`src/rtl/rvic_axil_initiator.sv`:
```
// Single-outstanding AXI-lite initiator for the rvic register port.
// Ports: clk/rst_n (sync, active-low); req_* tile request; rsp_* tile
// response; axi_aw/w/b/ar/r* AXI-lite master channels; w_/r_reqbuf_size
// size sidebands. Optional watchdog: define RVIC_AXIL_INIT_TIMEOUT_EN.
module rvic_axil_initiator #(
  parameter int unsigned AddrWidth     = 64,
  parameter int unsigned DataWidth     = 64,
  parameter int unsigned TimeoutCycles = 1024
) (
  input  logic                   clk,
  input  logic                   rst_n,
  input  logic                   req_valid,
  output logic                   req_ready,
  input  logic                   req_write,
  input  logic [AddrWidth-1:0]   req_addr,
  input  logic [2:0]             req_size,
  input  logic [DataWidth-1:0]   req_wdata,
  output logic                   rsp_valid,
  input  logic                   rsp_ready,
  output logic [DataWidth-1:0]   rsp_rdata,
  output logic                   rsp_err,
  output logic [AddrWidth-1:0]   axi_awaddr,
  output logic                   axi_awvalid,
  input  logic                   axi_awready,
  output logic [DataWidth-1:0]   axi_wdata,
  output logic [DataWidth/8-1:0] axi_wstrb,
  output logic                   axi_wvalid,
  input  logic                   axi_wready,
  output logic [AddrWidth-1:0]   axi_araddr,
  output logic                   axi_arvalid,
  input  logic                   axi_arready,
  input  logic [DataWidth-1:0]   axi_rdata,
  input  logic [1:0]             axi_rresp,
  input  logic                   axi_rvalid,
  output logic                   axi_rready,
  input  logic [1:0]             axi_bresp,
  input  logic                   axi_bvalid,
  output logic                   axi_bready,
  output logic [2:0]             w_reqbuf_size,
  output logic [2:0]             r_reqbuf_size
);

  typedef enum logic [2:0] {
    S_IDLE, S_WADDR, S_RADDR, S_WRESP, S_RRESP, S_DONE
  } state_e;

  localparam int unsigned HalfW = DataWidth - 32;

  state_e state;
  logic   size64_q;
  logic   req_ok;
  logic   aw_ok;
  logic   w_ok;
  logic   to_hit;

  always_comb begin
    req_ok = 1'b0;
    unique case (1'b1)
      (req_size == 3'b011): req_ok = (req_addr[2:0] == 3'b000);
      (req_size == 3'b010): req_ok = (req_addr[1:0] == 2'b00);
      default:              req_ok = 1'b0;
    endcase
  end

  assign req_ready = rst_n && (state == S_IDLE);

  // A channel is finished once its valid has been dropped or is
  // handshaking now; AW and W may complete in either order.
  assign aw_ok = !axi_awvalid || axi_awready;
  assign w_ok  = !axi_wvalid  || axi_wready;

`ifdef RVIC_AXIL_INIT_TIMEOUT_EN
  localparam int unsigned CntW = $clog2(TimeoutCycles + 1);

  logic [CntW-1:0] to_cnt;

  // Cleared while idle so it restarts on entry to WADDR/RADDR, and
  // keeps running across the response phase.
  always_ff @(posedge clk) begin
    if (!rst_n || state == S_IDLE) begin
      to_cnt <= '0;
    end else if (state != S_DONE &&
                 to_cnt < CntW'(TimeoutCycles)) begin
      to_cnt <= to_cnt + 1'b1;
    end
  end

  assign to_hit = (to_cnt >= CntW'(TimeoutCycles - 1));
`else
  assign to_hit = 1'b0;
`endif

  always_ff @(posedge clk) begin
    if (!rst_n) begin
      state         <= S_IDLE;
      size64_q      <= 1'b0;
      rsp_valid     <= 1'b0;
      rsp_rdata     <= '0;
      rsp_err       <= 1'b0;
      axi_awaddr    <= '0;
      axi_awvalid   <= 1'b0;
      axi_wdata     <= '0;
      axi_wstrb     <= '0;
      axi_wvalid    <= 1'b0;
      axi_araddr    <= '0;
      axi_arvalid   <= 1'b0;
      axi_rready    <= 1'b0;
      axi_bready    <= 1'b0;
      w_reqbuf_size <= '0;
      r_reqbuf_size <= '0;
    end else begin
      unique case (state)
        S_IDLE: begin
          if (req_valid) begin
            size64_q <= req_size[0];
            if (!req_ok) begin
              rsp_valid <= 1'b1;
              rsp_err   <= 1'b1;
              rsp_rdata <= '0;
              state     <= S_DONE;
            end else if (req_write) begin
              axi_awaddr    <= req_addr;
              axi_wdata     <= req_size[0] ? req_wdata :
                               {{HalfW{1'b0}}, req_wdata[31:0]};
              axi_wstrb     <= req_size[0] ? '1 :
                               (DataWidth/8)'(4'hF);
              w_reqbuf_size <= req_size;
              axi_awvalid   <= 1'b1;
              axi_wvalid    <= 1'b1;
              state         <= S_WADDR;
            end else begin
              axi_araddr    <= req_addr;
              r_reqbuf_size <= req_size;
              axi_arvalid   <= 1'b1;
              state         <= S_RADDR;
            end
          end
        end
        S_WADDR: begin
          if (aw_ok && w_ok) begin
            axi_awvalid <= 1'b0;
            axi_wvalid  <= 1'b0;
            axi_bready  <= 1'b1;
            state       <= S_WRESP;
          end else if (to_hit) begin
            axi_awvalid <= 1'b0;
            axi_wvalid  <= 1'b0;
            rsp_valid   <= 1'b1;
            rsp_err     <= 1'b1;
            rsp_rdata   <= '0;
            state       <= S_DONE;
          end else begin
            if (axi_awready) axi_awvalid <= 1'b0;
            if (axi_wready)  axi_wvalid  <= 1'b0;
          end
        end
        S_RADDR: begin
          if (axi_arready) begin
            axi_arvalid <= 1'b0;
            axi_rready  <= 1'b1;
            state       <= S_RRESP;
          end else if (to_hit) begin
            axi_arvalid <= 1'b0;
            rsp_valid   <= 1'b1;
            rsp_err     <= 1'b1;
            rsp_rdata   <= '0;
            state       <= S_DONE;
          end
        end
        S_WRESP: begin
          if (axi_bvalid) begin
            axi_bready <= 1'b0;
            rsp_valid  <= 1'b1;
            rsp_err    <= axi_bresp[1];
            rsp_rdata  <= '0;
            state      <= S_DONE;
          end else if (to_hit) begin
            axi_bready <= 1'b0;
            rsp_valid  <= 1'b1;
            rsp_err    <= 1'b1;
            rsp_rdata  <= '0;
            state      <= S_DONE;
          end
        end
        S_RRESP: begin
          if (axi_rvalid) begin
            axi_rready <= 1'b0;
            rsp_valid  <= 1'b1;
            rsp_err    <= axi_rresp[1];
            if (axi_rresp[1]) begin
              rsp_rdata <= '0;
            end else begin
              rsp_rdata <= size64_q ? axi_rdata :
                           {{HalfW{1'b0}}, axi_rdata[31:0]};
            end
            state <= S_DONE;
          end else if (to_hit) begin
            axi_rready <= 1'b0;
            rsp_valid  <= 1'b1;
            rsp_err    <= 1'b1;
            rsp_rdata  <= '0;
            state      <= S_DONE;
          end
        end
        S_DONE: begin
          if (rsp_ready) begin
            rsp_valid <= 1'b0;
            rsp_err   <= 1'b0;
            rsp_rdata <= '0;
            state     <= S_IDLE;
          end
        end
        default: state <= S_IDLE;
      endcase
    end
  end

endmodule

```
`config.mk`:
```
export PLATFORM = sky130hd
export DESIGN_NAME = rvic_axil_initiator
export DESIGN_NICKNAME = d
export VERILOG_FILES = /design/src/rtl/rvic_axil_initiator.sv
export SDC_FILE = /design/constraint.sdc
export NUM_CORES = 1
export LEC_CHECK = 0
export CORE_AREA = 2 2 189 191
export DETAILED_ROUTE_END_ITERATION = 16
export DIE_AREA = 0 0 191 193
export PLACE_DENSITY = 0.7
export SLEW_MARGIN = 20
export SYNTH_ARGS = -nofsm -noshare
export SYNTH_HDL_FRONTEND = slang
export SYNTH_SLANG_ARGS = --single-unit
```
`constraint.sdc`:
```
create_clock -name clk -period 2.4 [get_ports clk]
set_clock_uncertainty 0.15 [all_clocks]
set_input_delay 0.48 -clock clk [delete_from_list [all_inputs] [get_ports clk]]
set_output_delay 0.48 -clock clk [all_outputs]
set_load 0.02 [all_outputs]
```
==> results of run 1 <==
==> metal layers <==
metal | global-route usage | vias up | share of wire
met2 | 0.318 | 384 | 0.49
met1 | 0.198 | 4600 | 0.38
met3 | 0.0652 | 58 | 0.10
met5 | 0 | - | 0
met4 | 0.0611 | 0 | 0.027
li1 | - | 4883 | -
==> metrics by stage <==
stage | cell area (sq um) | setup WS, ns
6_report | 17100 | 0.0875
3_5_place_dp | 16000 | -0.239
2_1_floorplan | 10700 | 0.0926
3_3_place_gp | 16000 | -0.223
4_1_cts | 17100 | -0.000956
5_1_grt | 17100 | 0.0353
==> cell type report <==
type | count | area (sq um)
fill | 3278 | 17900
sequential | 274 | 5490
timing repair buffer | 520 | 5290
multi-input combinational | 843 | 4670
clock buffer | 40 | 857
tap | 461 | 577
clock inverter | 14 | 163
inverter | 5 | 18.8
antenna | 3 | 7.51
==> cell usage in the layout, fill, tap and decap left out, types with 5 or more instances in the layout <==
cell type        netlist  final
nand2_1              485    485
clkdlybuf4s50_1        0    479
dfxtp_1              274    271
a21boi_1             137    137
mux2i_1               67     67
a21boi_0              57     57
nand3_1               34     33
clkbuf_16              0     29
buf_4                 22     21
buf_12                 5     15
clkinv_2               0      9
clkbuf_8               0      9
and3_1                 7      6
a21oi_1                5      5
inv_1                  5      5
==> worst paths after layout <==
path                      from  cells past startpoint          endpoint  slack (ns)
setup / recovery  axi_wstrb[6]                      1  w_reqbuf_size[0]        0.09
setup reg to reg      state[0]                      6     axi_wdata[41]        0.25
hold / removal     req_size[0]                      3          size64_q        0.12
hold reg to reg   axi_wdata[4]                      2      axi_wdata[4]        0.30
==> registers in the layout (all words and copies together) (netlist names) <==
| register | count |
|---|---|
| axi_araddr | 64 |
| axi_awaddr | 64 |
| axi_wdata | 64 |
| rsp_rdata | 64 |
| r_reqbuf_size | 3 |
| state | 3 |
| axi_wstrb | 2 |
| w_reqbuf_size | 2 |
| axi_arvalid | 1 |
| axi_awvalid | 1 |
| axi_bready | 1 |
| axi_rready | 1 |
| axi_wvalid | 1 |
| rsp_err | 1 |
| rsp_valid | 1 |
| size64_q | 1 |
==> power by group through the flow <==
stage,clock network [uW],logic (uW),registers (uW)
3_5_place_dp,0,2700,4870
4_1_cts,4860,2720,4780
5_1_grt,5030,2850,4800
6_report,4720,2680,4780
2_1_floorplan,0,1710,4960
3_3_place_gp,0,2700,4860
==> timing repair <==
item	4_1_cts	5_1_grt
gates resized for setup	9	3
pin swaps	0	1
gates cloned	0	0
hold buffers	0	0
setup buffers	0	0
setup endpoints to repair	8	1
==> kinds of logic (layout without fill, tap and decap cells) <==
kind of cell,after synthesis,after routing,share of synthesized area
AOI/OAI and AO/OA,218,218,0.152
muxes,67,67,0.0625
DFF,274,274,0.511
other,0,3,0
buffers and inverters,107,579,0.0574
and+or+nand+nor,558,558,0.217
==> flow_summary.yaml, run 1 <==
drt:
  wl_microns: 35500
  drt_pass1_iterations: 4
  route.antenna.remaining_nets: 0
  drtIter0Drc: 350
  drcViolationCount: 0
  vias_per_cell: 4.59
  routedWlPerCell_microns: 16.4
  vias: 9925
run_status:
  status: "finished clean"
sta:
  setup_violations: 0
  drv_slew: 0
  hold_violations: 0
  rsz0062_at_grt: "false"
  tns_ns: 0
  final.min_clock_period_ns: 2.31
  slew_headroom: 0.457
  worst_slew_pin_slew_ns: 0.815
  fin_crit_sh: 0.964
  holdWs_ns: 0.120
  timing.fmax_ghz: 0.432
global_routing:
  grtUsageTotal: 0.179
  grt_start_max_net_pins: 219
  grt_pass1_wl_microns: 52500
  antenna_found_initial: 3
  first_global_vias: 9642
  gr-total-overflow: 0
die:
  die_x_microns: 191
  ios: 487
  core_sq_um: 35000
  die_y_microns: 193
  num_rows: 69
  die-area_sq_um: 36900
  initial_core_util: 0.307
placed_design:
  hpwl_microns: 25100
  port_buffers: 484
  placed_cells: 2103
  gp_congestion: 0.806
power:
  peakVddDrop_mv: 0.610
  seqPwrFrac: 0.392
  p_sw_frac: 0.265
  power_frac_clock: 0.387
  powerDensity_nw_per_um2: 714
  finalPower_uw: 12200
  switchingPower_uw: 3240
  p_comb_frac: 0.220
  power.leakage_uw: 0.00601
  intPower_uw: 8950
synthesis:
  synth-edff-count: 0
  synth_top_area_frac: 0.511
  syn_inst: 1224
  yosysTopAreaCell: "dfxtp_1"
  postSynth.asyncResetShare: 0
  synth.area.top_cells: "dfxtp_1 51%, nand2_1 17%, a21boi_1 9.6%, mux2i_1 6.2%, a21boi_0 4.0%"
  synth_most_common_cell: "nand2_1"
  synth_top_flop_cell: "dfxtp_1"
  syn_avg_cell_area_sq_um: 8.77
  netlist_area_sq_um: 10700
  yosys_warnings: 0
  yosysUniqueCellTypes: 44
  ys_ff_latch: 274
  ys_seq_area_frac: 0.511
  synth.net_count: 1433
  ys_top_cells_by_count: "485 x nand2_1, 274 x dfxtp_1, 137 x a21boi_1"
clocking:
  clock_path_buffers: 3
  cts_tree: "yes"
  clk_pin_slew_ns: 0.07
  ctsRootBufferMaster: "clkbuf_16"
  cts_max_level: 1
  clk_latency_ns: 0.57
  clock-sinks: 274
  cts_buffers: 29
critical_path:
  crit_chain: "clkdlybuf4s50_1"
  crit_path_top_delay_cell: "clkdlybuf4s50_1"
  critical_path.top_delay_family: "buffers and inverters"
  max_stage_delay_ns: 0.66
  cp.buffers_inverters: 1
  path_class: "reg -> out"
  critPathLaunchType: "register"
  path_max_fanout: 6
  cp.arrival_ns: 1.68
  critPathCaptureType: "output pin"
  critPathRequiredTime_ns: 1.77
min_path:
  worst_hold_path_type: "in -> reg"
layout:
  areaGrowthSynthToFinish_pct: 59.1
  fin_util: 0.488
  drive_gt1_frac: 0.0637
  fin_nets: 1882
  fin_cells: 2160
run:
  cap_violations: 0
(Power assumes the default switching activity.)
==> inputs of run 2 (changes only) <==
Settings changed: CORE_AREA 2 2 189 191 to unset, CORE_UTILIZATION set to 26, DIE_AREA 0 0 191 193 to unset, PLACE_DENSITY 0.7 to 0.62.
==> flow_summary.yaml, run 2 (same netlist as run 1, synthesis figures left out) <==
power:
  power_frac_clock: 0.397
  power.leakage_uw: 0.00602
  intPower_uw: 9270
  switchingPower_uw: 3300
  powerDensity_nw_per_um2: 729
  peakVddDrop_mv: 0.631
  seqPwrFrac: 0.380
  finalPower_uw: 12600
  p_sw_frac: 0.262
  p_comb_frac: 0.222
critical_path:
  path_max_fanout: 6
  crit_chain: "clkdlybuf4s50_1"
  crit_path_top_delay_cell: "clkdlybuf4s50_1"
  cp.arrival_ns: 1.68
  critical_path.top_delay_family: "buffers and inverters"
  path_class: "reg -> out"
  critPathRequiredTime_ns: 1.77
  critPathCaptureType: "output pin"
  critPathLaunchType: "register"
  max_stage_delay_ns: 0.67
  cp.buffers_inverters: 1
global_routing:
  antenna_found_initial: 1
  grt_start_max_net_pins: 162
  grt_pass1_wl_microns: 53800
  first_global_vias: 9526
  grtUsageTotal: 0.164
  gr-total-overflow: 0
drt:
  vias_per_cell: 4.46
  routedWlPerCell_microns: 16.2
  drtIter0Drc: 495
  drt_pass1_iterations: 5
  vias: 9978
  wl_microns: 36300
  drcViolationCount: 0
  route.antenna.remaining_nets: 0
sta:
  slew_headroom: 0.533
  fin_crit_sh: 0.962
  rsz0062_at_grt: "false"
  setup_violations: 0
  tns_ns: 0
  timing.fmax_ghz: 0.433
  holdWs_ns: 0.168
  drv_slew: 0
  worst_slew_pin_slew_ns: 0.700
  final.min_clock_period_ns: 2.31
  hold_violations: 0
clocking:
  clk_pin_slew_ns: 0.05
  cts_hold_buf: 0
  cts_setup_buffers: 0
  cts_tree: "yes"
  clk_latency_ns: 0.52
  ctsRootBufferMaster: "clkbuf_16"
  clock-sinks: 274
  clock_path_buffers: 3
  cts_buffers: 34
  cts_max_level: 2
layout:
  fill_cells: 4033
  layout_common_cells: "485 x nand2_1, 481 x clkdlybuf4s50_1, 274 x dfxtp_1"
  final_common_cell: "nand2_1"
  areaGrowthSynthToFinish_pct: 60.6
  drive_gt1_frac: 0.0588
  fin_nets: 1889
  fin_util: 0.423
placed_design:
  hpwl_microns: 25300
  gp_congestion: 0.780
  port_buffers: 484
die:
  num_rows: 74
  die-area_sq_um: 42100
  die_x_microns: 205
  die_y_microns: 205
  core_sq_um: 40700
  ios: 487
  initial_core_util: 0.263
run:
  cap_violations: 0
run_status:
  status: "finished clean"
min_path:
  worst_hold_path_type: "in -> reg"
[run 2: cell types whose count changed in the layout (fill, tap and decap cells not counted), moves of 3 or more]
cell	change
clkbuf_1	+10
clkbuf_16	+6
clkbuf_8	-4
clkinv_2	-8
dfxtp_1	+3
[run 2: worst paths after layout]
check / from / endpoint / slack (ns) / depth (start not counted)
worst min-delay path: req_size[0] / size64_q / 0.17 / 3
worst min register to register: axi_awaddr[26] / axi_awaddr[26] / 0.30 / 2
worst max-delay path: axi_wstrb[6] / axi_wstrb[4] / 0.09 / 1
worst max register to register: state[1] / axi_wdata[32] / 0.23 / 6
[run 2: power by group through the flow]
stage	Sequential (uW)	Combinational, uW	Clock [uW]
2_1_floorplan	4960	1710	0
3_3_place_gp	4860	2810	0
3_5_place_dp	4870	2820	0
4_1_cts	4770	2840	5170
5_1_grt	4790	2980	5360
6_report	4780	2800	4990
[run 2: per-stage QoR]
stage          cells  worst slack (ns)  cell area [sq um]
2_1_floorplan   1224            0.0926              10700
3_3_place_gp    2176            -0.166              16200
3_5_place_dp    2176            -0.168              16200
4_1_cts         2233            0.0282              17200
5_1_grt         2233            0.0167              17200
6_report        2236            0.0905              17200
[run 2: per-layer routing]
metal,wire [microns],vias up,track usage,share of wire
li1,-,4899,-,-
met1,14800,4666,0.189,0.41
met2,17300,340,0.277,0.48
met3,3050,71,0.0572,0.084
met4,1120,2,0.0622,0.031
met5,13,-,0,0.00036
[run 2: timing repair]
action	CTS	global route
resized for setup	2	1
setup endpoints to repair	1	2
endpoints found under the hold margin	0	0
cloned	0	0
[run 2: cell type report]
type	instances	area, sq um	area share
Antenna cell	3	7.51	0.000435
Clock buffer	52	990	0.0574
Clock inverter	5	81.3	0.00472
Inverter	5	18.8	0.00109
Multi-Input combinational cell	843	4670	0.271
Sequential cell	274	5490	0.318
Tap cell	532	666	0.0386
Timing Repair Buffer	522	5330	0.309
==> inputs of run 3 (changes only) <==
Settings changed: CORE_ASPECT_RATIO set to 0.7.
==> flow_summary.yaml, run 3 (same netlist as run 1, synthesis figures left out) <==
placed_design:
  dp_worst_setup_slack_ns: -0.252
  placed_cells: 2186
  postPlaceCellArea_sq_um: 16200
  gp_congestion: 0.789
  hpwl_microns: 26300
  port_buffers: 484
layout:
  areaGrowthSynthToFinish_pct: 59.9
  seqCellArea_sq_um: 5490
  fin_nets: 1891
  fill_cells: 3921
  fin_util: 0.427
  final_common_cell: "nand2_1"
  fin_cells: 2239
  fin_area_sq_um: 17200
  multiInputGateArea_sq_um: 4660
  drive_gt1_frac: 0.0646
  layout_common_cells: "485 x nand2_1, 481 x clkdlybuf4s50_1, 273 x dfxtp_1"
sta:
  setup_violations: 0
  drv_slew: 0
  slew_headroom: 0.350
  final.min_clock_period_ns: 2.28
  fin_crit_sh: 0.950
  finalWorstSetupSlack_ns: 0.120
  worst_slew_pin_slew_ns: 0.975
  timing.fmax_ghz: 0.439
  rsz0062_at_grt: "false"
  hold_violations: 0
global_routing:
  gr-total-overflow: 0
  grt_start_max_net_pins: 217
  first_global_vias: 9493
  antenna_found_initial: 3
  grtUsageTotal: 0.165
  grt_pass1_wl_microns: 55200
critical_path:
  critPathCaptureType: "output pin"
  path_class: "reg -> out"
  path_max_fanout: 6
  critical_path.top_delay_family: "buffers and inverters"
  crit_path_top_delay_cell: "clkdlybuf4s50_1"
  max_stage_delay_ns: 0.65
  cp.buffers_inverters: 1
  critPathLaunchType: "register"
  critPathRequiredTime_ns: 1.77
  cp.arrival_ns: 1.65
  crit_chain: "clkdlybuf4s50_1"
drt:
  route.antenna.remaining_nets: 0
  vias: 9854
  drcViolationCount: 0
  routedWlPerCell_microns: 16.5
  drt_pass1_iterations: 4
  vias_per_cell: 4.40
  drtIter0Drc: 471
  wl_microns: 36900
clocking:
  cts_max_level: 1
  ctsRootBufferMaster: "clkbuf_16"
  cts_hold_buf: 0
  clock-sinks: 274
  clk_pin_slew_ns: 0.07
  cts_setup_buffers: 0
  clk_latency_ns: 0.55
  cts_buffers: 29
  clock_path_buffers: 3
  cts_tree: "yes"
run:
  cap_violations: 0
power:
  power.leakage_uw: 0.00600
  peakVddDrop_mv: 0.518
  powerDensity_nw_per_um2: 685
die:
  die_y_microns: 172
  die-area_sq_um: 42100
  num_rows: 61
  die_x_microns: 245
  initial_core_util: 0.267
  core_sq_um: 40200
  ios: 487
run_status:
  status: "finished clean"
min_path:
  worst_hold_path_type: "in -> reg"
[run 3: final timing paths]
path | start | to | slack, ns | cells after the start
setup / recovery | axi_wstrb[6] | axi_wstrb[5] | 0.12 | 1
setup reg to reg | state[0] | rsp_rdata[0] | 0.30 | 5
hold reg to reg | axi_wdata[7] | axi_wdata[7] | 0.30 | 2
hold / removal | rst_n | state[1] | 0.19 | 3
[run 3: cell type report]
type                       count  area share
clock inverter                12     0.00693
multi-input combinational    843       0.272
antenna                        1    0.000146
tap                          535      0.0390
inverter                       5     0.00109
clock buffer                  40      0.0482
sequential                   274       0.320
timing repair buffer         529       0.313
[run 3: what timing repair did]
| action | 4_1_cts | 5_1_grt |
|---|---|---|
| gates resized for setup | 1 | 1 |
| endpoints found under the hold margin | 0 | 0 |
| setup endpoints to repair | 1 | 3 |
[run 3: metrics by stage]
stage	hold WS [ns]	total power, uW	TNS (ns)
6_report	0.189	11800	0
3_5_place_dp	0.291	7330	-48.34
4_1_cts	0.160	11900	0
2_1_floorplan	0.333	6670	0
3_3_place_gp	0.286	7310	-46.64
5_1_grt	0.166	12300	0
[run 3: metal layers]
| metal | vias to the layer above | GRT usage | wire length [microns] |
|---|---|---|---|
| met4 | 6 | 0.0359 | 738 |
| met5 | - | 0 | 41 |
| met1 | 4619 | 0.207 | 15900 |
| met2 | 260 | 0.276 | 17400 |
| met3 | 58 | 0.0535 | 2790 |
| li1 | 4911 | - | - |
[run 3: report_power, final]
group	leakage (uW)	total (uW)	internal, uW	switching, uW
Clock	0.000467	4530	2610	1920
Sequential	0.00221	4800	4670	135
Combinational	0.00333	2430	1260	1170
